==> config.mk <==
export PLATFORM = sky130hd
export DESIGN_NAME = game_session_sched
export DESIGN_NICKNAME = d
export VERILOG_FILES = /design/src/rtl/game_session_sched.sv
export SDC_FILE = /design/constraint.sdc
export NUM_CORES = 1
export LEC_CHECK = 0
export ABC_CLOCK_PERIOD_IN_PS = 11800
export CAP_MARGIN = 25
export CORE_MARGIN = 5
export CORE_UTILIZATION = 55
export DETAILED_ROUTE_END_ITERATION = 8
export HOLD_SLACK_MARGIN = 0.1
export MAX_ROUTING_LAYER = met4
export PLACE_DENSITY = 0.89
export SYNTH_ARGS = -nofsm -noshare
export SYNTH_HDL_FRONTEND = slang
export SYNTH_SLANG_ARGS = --single-unit
==> constraint.sdc <==
create_clock -name clk -period 11.8 [get_ports clk]
set_input_delay 1.77 -clock clk [delete_from_list [all_inputs] [get_ports clk]]
set_output_delay 1.77 -clock clk [all_outputs]
set_load 0.02 [all_outputs]
==> src/rtl/game_session_sched.sv <==
// Arcade credit pool shared by N_PLAYER stations.
// Round-robin session grant with per-cycle burn and time slicing.
module game_session_sched #(
  parameter int N_PLAYER   = 4,
  parameter int CREDIT_W   = 10,
  parameter int WARN_LVL   = 10,
  parameter int BOOST_COST = 2,
  parameter int QUANTUM    = 16
) (
  input  logic                clk,
  input  logic                rst,
  input  logic [CREDIT_W-1:0] money,
  input  logic                set,
  input  logic [N_PLAYER-1:0] req,
  input  logic [N_PLAYER-1:0] boost,
  output logic [N_PLAYER-1:0] grant,
  output logic [CREDIT_W-1:0] remain,
  output logic                yellow,
  output logic                red,
  output logic                session_done
);

  localparam int OW = $clog2(N_PLAYER);
  localparam int TW = (QUANTUM > 1) ? $clog2(QUANTUM) : 1;

  typedef enum logic [1:0] {IDLE, PLAY, GAP} state_t;

  state_t              state, nxt;
  logic [OW-1:0]       owner, rr_ptr, win, cand;
  logic [TW-1:0]       tick;
  logic                found, start, own_req, others, sess_end;
  logic [N_PLAYER-1:0] own_vec;
  logic [CREDIT_W:0]   sum;
  logic [CREDIT_W-1:0] cost, hi, rem_nxt;

  assign own_vec = {{(N_PLAYER-1){1'b0}}, 1'b1} << owner;
  assign own_req = req[owner];
  assign others  = |(req & ~own_vec);

  // first requester at or after the rr pointer, wrapping
  always_comb begin
    found = 1'b0;
    win   = '0;
    cand  = '0;
    for (int i = 0; i < N_PLAYER; i++) begin
      cand = OW'((int'(rr_ptr) + i) % N_PLAYER);
      if (!found && req[cand]) begin
        found = 1'b1;
        win   = cand;
      end
    end
  end

  assign start = found && (remain != '0);

  always_comb begin
    cost = '0;
    if (state == PLAY && own_req)
      cost = boost[owner] ? CREDIT_W'(BOOST_COST) : CREDIT_W'(1);
  end

  // coin is added (saturating) before the burn is taken off
  assign sum     = {1'b0, remain} + (set ? {1'b0, money} : '0);
  assign hi      = sum[CREDIT_W] ? '1 : sum[CREDIT_W-1:0];
  assign rem_nxt = (hi < cost) ? '0 : hi - cost;

  assign sess_end = !own_req || (rem_nxt == '0) ||
                    ((tick == TW'(QUANTUM-1)) && others);

  always_ff @(posedge clk or posedge rst) begin
    if (rst) state <= IDLE;
    else     state <= nxt;
  end

  always_comb begin
    nxt = state;
    unique case (state)
      IDLE:    if (start) nxt = PLAY;
      PLAY:    if (sess_end) nxt = GAP;
      GAP:     nxt = IDLE;
      default: nxt = IDLE;
    endcase
  end

  always_comb begin
    grant        = (state == PLAY) ? own_vec : '0;
    session_done = (state == GAP);
  end

  always_ff @(posedge clk or posedge rst) begin
    if (rst) begin
      remain <= '0;
      yellow <= 1'b0;
      red    <= 1'b0;
      owner  <= '0;
      rr_ptr <= '0;
      tick   <= '0;
    end else begin
      remain <= rem_nxt;
      red    <= (rem_nxt == '0);
      yellow <= (rem_nxt != '0) &&
                (rem_nxt <= CREDIT_W'(WARN_LVL));
      if (state == IDLE && start) begin
        owner <= win;
        tick  <= '0;
      end
      if (state == PLAY) begin
        // saturate so a late waiter ends an overlong session at once
        if (tick != TW'(QUANTUM-1))
          tick <= tick + TW'(1);
        if (sess_end)
          rr_ptr <= (owner == OW'(N_PLAYER-1)) ? '0 : owner + OW'(1);
      end
    end
  end

endmodule
# After elaboration in Yosys (flattened, before gate mapping)
# Cells that the tools add are included.
# totals
reg_bits	22
in_bits	21
out_inout_bits	17
# classes
n_addsub	7
n_lt_le_gt_ge	7
n_eq_ne	7
shift	1
n_mux	33
n_bitwise	2
reduce_logical	21
# op_table
op	count
2-to-1 mux 10 bit	3
nonzero test 10 bit	2
2-to-1 mux 2 bit	9
2-to-1 mux 4 bit	4
less-than comparator 2 x 3 -> 1 bit (second input constant)	5
binary-select mux 1 bit (select 2 bit)	6
adder 10 x 10 -> 11 bit	1
<= comparator 10 x 4 -> 1 bit (second input constant)	1
logical NOT 10 bit	1
less-than comparator 10 bit	1
2-to-1 mux 1 bit	10
subtractor 10 bit	1
logical AND 1 bit	8
adder 2 x 1 -> 2 bit (second input constant)	2
adder 2 bit (second input constant)	2
adder 4 x 1 -> 4 bit (second input constant)	1
bitwise AND 4 bit	1
equality test 2 bit (second input constant)	2
equality test 4 bit (second input constant)	1
logical NOT 1 bit	4
inequality test 2 bit (second input constant)	2
inequality test 4 bit (second input constant)	1
inverter 4 bit	1
case mux 2 bit (2 select lines)	1
6 further kinds	8

# Longest topological paths before layout
# logic_depth
depth_word	17
mapped_depth	18
ltp_nobuf	17

# Worst setup path after synthesis
# No wires, ideal clock.
# synth_timing
kind	input to register
from	in money[0]
to	reg rr_ptr[0]
setup_ns	0.128
t_arrival_ns	5.708
setup_slack_ns	5.965
stages	18
path_buffers	1
path_cell_list	and2_1 ha_1 fa_1 a21o_1 and4_1 o21ai_0 nand2_1 clkbuf_1 nor2_1 inv_1 ha_1 a21oi_1 nand2_1 or4_4 a211oi_2 a221oi_2 a211oi_2 mux2_1
# synth_between
elab_chain_cells	9
# synth_rtl
item	line_no	text
start: declaration	12	input logic [CREDIT_W-1:0] money,
2-to-1 mux 10 bit *	63	assign sum = {1'b0, remain} + (set ? {1'b0, money} : '0);
adder 10 x 10 -> 11 bit *	63	
2-to-1 mux 10 bit *	64	assign hi = sum[CREDIT_W] ? '1 : sum[CREDIT_W-1:0];
subtractor 10 bit or less-than comparator 10 bit (tied branches)	65	assign rem_nxt = (hi < cost) ? '0 : hi - cost;
2-to-1 mux 10 bit *	65	
logical NOT 10 bit *	67	assign sess_end = !own_req || (rem_nxt == '0) ||
logical OR 1 bit * (2 in a row)	67	
AND reduction 2 bit (no line) *	--	
end signal: assignment	112	rr_ptr <= (owner == OW'(N_PLAYER-1)) ? '0 : owner + OW'(1);
end: declaration	29	logic [OW-1:0] owner, rr_ptr, win, cand;
# Mark *: on every way between the ends. The rest lies on a longest branch, timed or not.
# A chain may end at the register's enable or synchronous reset.

# Final worst setup path
# layout_timing
from	in set
to	reg rr_ptr[1]
# layout_between
elab_chain_cells	9
# layout_rtl
item	line_no	text
start: declaration	13	input logic set,
2-to-1 mux 10 bit *	63	
adder 10 x 10 -> 11 bit *	63	
2-to-1 mux 10 bit *	64	
subtractor 10 bit or less-than comparator 10 bit (tied branches)	65	
2-to-1 mux 10 bit *	65	
logical NOT 10 bit *	67	
logical OR 1 bit * (2 in a row)	67	
AND reduction 2 bit (no line) *	--	
# Marked as above.

==> impl_metrics.env <==
export IMPL_wl_per_cell_um=15.5
export IMPL_synth_seq_area_share_pct=26.7
export IMPL_synth_edf_count=0
export IMPL_required_ns=11.95
export IMPL_worstSkewPairLatency_ns=0.26
export IMPL_crit_chain="clkdlybuf4s50_1 -> and2_1 -> ha_1 -> fa_1 -> a21o_1 -> and4_1 -> o21ai_0 -> nand2_1 -> nor2_1 -> ha_1 -> fa_1 -> nand2_1 -> a21oi_1 -> nand2b_1 -> nor4_1 -> a21oi_1 -> a211oi_2 -> mux2_1"
export IMPL_finalClockSkew_ns=0.00256
export IMPL_post_cts_repair_setup_buffers=0
export IMPL_crit_arrival_ns=6.83
export IMPL_p_total_uw=687
export IMPL_p_per_area_mw_per_mm2=269
export IMPL_cp_num_buf_inv=1
export IMPL_fp_dieH_um=71.3
export IMPL_leakage_nw=1.07
export IMPL_crit_path_max_fanout=15
export IMPL_ys_ff_latch=22
export IMPL_status="complete, no violations"
export IMPL_fp_dieArea_mm2=0.00508
export IMPL_maxSlewHeadroom_pct=45.9
export IMPL_fin_ws_ns=5.12
export IMPL_crit_slowest_cell="clkdlybuf4s50_1"
export IMPL_ir_drop_mv=0.145
export IMPL_die_x_um=71.3
export IMPL_grt_max_degree=23
export IMPL_yosysWarningCount=0
export IMPL_synthesis_nets=285
export IMPL_path_clk_slew_ns=0.08
export IMPL_vias=1969
export IMPL_cts_path_max_buffers=2
export IMPL_layout_nets=323
export IMPL_period_share_pct=56.6
export IMPL_cpPeakStageDelay_ns=0.54
export IMPL_holdBufCountCts=0
export IMPL_cts_buffers=3
export IMPL_cts_root_buf="clkbuf_8"
export IMPL_drt_iter0_drc=104
export IMPL_drive_gt1_share_pct=5.69
export IMPL_core_area_mm2=0.00366
export IMPL_area_growth_synth_to_final_pct=23.6
export IMPL_grt_setup_unrepaired="false"
export IMPL_grt_usage_pct=21.9
export IMPL_setup_tns_final_ns=0
export IMPL_setup_violations=0
export IMPL_hold_viol_final=0
export IMPL_io_pins=38
export IMPL_clock_fmax_mhz=150
export IMPL_crit_type="input pin to flip-flop"
export IMPL_fin_crit_ns=6.68
export IMPL_synth_top_area_share_pct=26.7
export IMPL_drv_cap=0
export IMPL_portBuffers=37
export IMPL_syn_inst=244
export IMPL_yosys_top_cells_area="dfrtp_1, ha_1, and2_1, nor2_1, a21oi_1"
export IMPL_nFillCells=306
export IMPL_synth_cell_type_count=54
export IMPL_overflow=0
export IMPL_dp_slack_ns=4.81
export IMPL_drc=0
export IMPL_htreeDepth=1
export IMPL_cts_sinks=22
export IMPL_post_synth_cell_area_avg_um2=8.46
export IMPL_routed_wl_um=5090
export IMPL_tritoncts="yes"
export IMPL_rows=22
export IMPL_antenna_found_initial=0
export IMPL_finish_utilization_pct=69.7
export IMPL_initial_core_util_pct=56.4
export IMPL_post_dp_hpwl_um=4070
export IMPL_drtAntennaViolNets=0
export IMPL_ctsResizeCount=0
export IMPL_gp_congestion=0.964
export IMPL_grt_pass1_wl_um=8870
export IMPL_worst_pin_slew_ns=0.811
export IMPL_firstDrtPassIters=4
export IMPL_yosys_most_used_dff="dfrtp_1"
export IMPL_antenna_cells=0
export IMPL_start_kind="input pin"
export IMPL_vias_per_cell=5.98
export IMPL_yosysTopAreaCell="dfrtp_1"
export IMPL_finalMaxSlewViolations=0
export IMPL_cp_top_family="simple AND/OR/NAND/NOR gates"
export IMPL_grt_pass1_vias=1965
export IMPL_holdCritPathClass="flip-flop to flip-flop"
export IMPL_syn_area_mm2=0.00206
export IMPL_setup_worst_path_end_class="flip-flop"
export IMPL_async_reset_ff_share_pct=100
per-stage QoR:
stage,hold WS [ns],instance area [um^2],std cells
2_1_floorplan,0.468,2060,244
3_3_place_gp,0.495,2480,325
3_5_place_dp,0.512,2480,325
4_1_cts,0.528,2550,329
5_1_grt,0.553,2550,329
6_report,0.528,2550,329
Yosys cell counts, types with 2 or more instances:
| cell type | count |
|---|---|
| ha_1 | 18 |
| nand2_1 | 22 |
| mux2_1 | 2 |
| o211ai_1 | 2 |
| mux4_2 | 2 |
| nand3b_1 | 2 |
| and2_1 | 15 |
| nor4_1 | 4 |
| o31ai_1 | 4 |
| nor2_1 | 25 |
| a21o_1 | 2 |
| nand3_1 | 10 |
| or3_1 | 2 |
| dfrtp_1 | 22 |
| o21ai_0 | 11 |
| fa_1 | 2 |
| mux2i_1 | 2 |
| nand2b_1 | 5 |
| and3_1 | 2 |
| a211oi_2 | 2 |
| a31oi_1 | 2 |
| nor2b_1 | 4 |
| xor2_1 | 3 |
| or4_1 | 3 |
| o22ai_1 | 2 |
| a21oi_1 | 18 |
| inv_1 | 14 |
| o21a_1 | 2 |
| clkbuf_1 | 4 |
| nor3_1 | 3 |
| xnor2_1 | 9 |
| o22a_1 | 2 |
layout make-up:
type,count,area [um^2],share of cell area (%)
flip-flops and latches,22,551,21.6
repair buffers,37,370,14.5
multi-input cells,204,1450,56.7
clock inverters,1,30.0,1.18
inverters,14,52.6,2.06
well taps,48,60.1,2.35
clock buffers,3,41.3,1.62
worst register-to-register path: stages (launching register included):
cell	delay, ns
dfrtp_1	0.40
ha_1	0.25
fa_1	0.44
a21o_1	0.21
and4_1	0.23
o21ai_0	0.30
nand2_1	0.38
nor2_1	0.28
ha_1	0.21
fa_1	0.27
nand2_1	0.09
a21oi_1	0.25
nand2b_1	0.14
nor4_1	0.46
a21oi_1	0.15
a211oi_2	0.32
mux2_1	0.36
cells in the final DEF (no fill, tap or decap), types with 3 or more instances in the layout:
cell type        count
nand2b_1             5
nor4_1               4
nand2_1             22
xor2_1               3
clkbuf_8             3
or4_1                3
o21ai_0             11
nor2b_1              4
nor2_1              25
and2_1              15
clkdlybuf4s50_1     37
nand3_1             10
nor3_1               3
inv_1               14
dfrtp_1             22
o31ai_1              4
xnor2_1              9
a21oi_1             18
ha_1                18
registers in the layout, summed over array words and instances (netlist names):
signal / cells
remain: 10
tick: 4
owner: 2
rr_ptr: 2
state: 2
red: 1
yellow: 1
per-layer routing:
| metal | global-route usage (%) | vias to the layer above | wire length (um) |
|---|---|---|---|
| li1 | - | 965 | - |
| met1 | 27.4 | 923 | 2180 |
| met2 | 37.3 | 66 | 2550 |
| met3 | 2.38 | 15 | 250 |
| met4 | 6.05 | 0 | 110 |
| met5 | - | - | 0 |
logic make-up after synthesis:
family                   after synthesis  synth area share (%)
XOR/XNOR                              12                  5.09
AND/OR/NAND/NOR                      102                  25.2
flip-flops                            22                  26.7
buffers and inverters                 18                  3.27
AO/OA/AOI/OAI                         64                  22.7
adder cells (fa/ha/maj)               20                  12.8
multiplexers                           6                  4.24
path summary, 6_finish.rpt:
path / start / endpoint / slack [ns] / cells after the start
min in group asynchronous: rst / remain[2] / 1.96 / 2
setup / recovery: set / rr_ptr[1] / 5.12 / 18
setup reg to reg: remain[0] / rr_ptr[1] / 6.96 / 16
hold / removal: tick[3] / tick[3] / 0.53 / 1
hold reg to reg: tick[3] / tick[3] / 0.53 / 1
max in group asynchronous: rst / remain[8] / 9.34 / 2
power breakdown:
group | leakage, nW | total, mW | switching, mW | internal, mW
combinational | 0.775 | 0.476 | 0.278 | 0.199
sequential | 0.259 | 0.141 | 0.0330 | 0.108
clock | 0.0357 | 0.0699 | 0.0246 | 0.0453
Note: power is estimated with default switching activity, not from simulation.
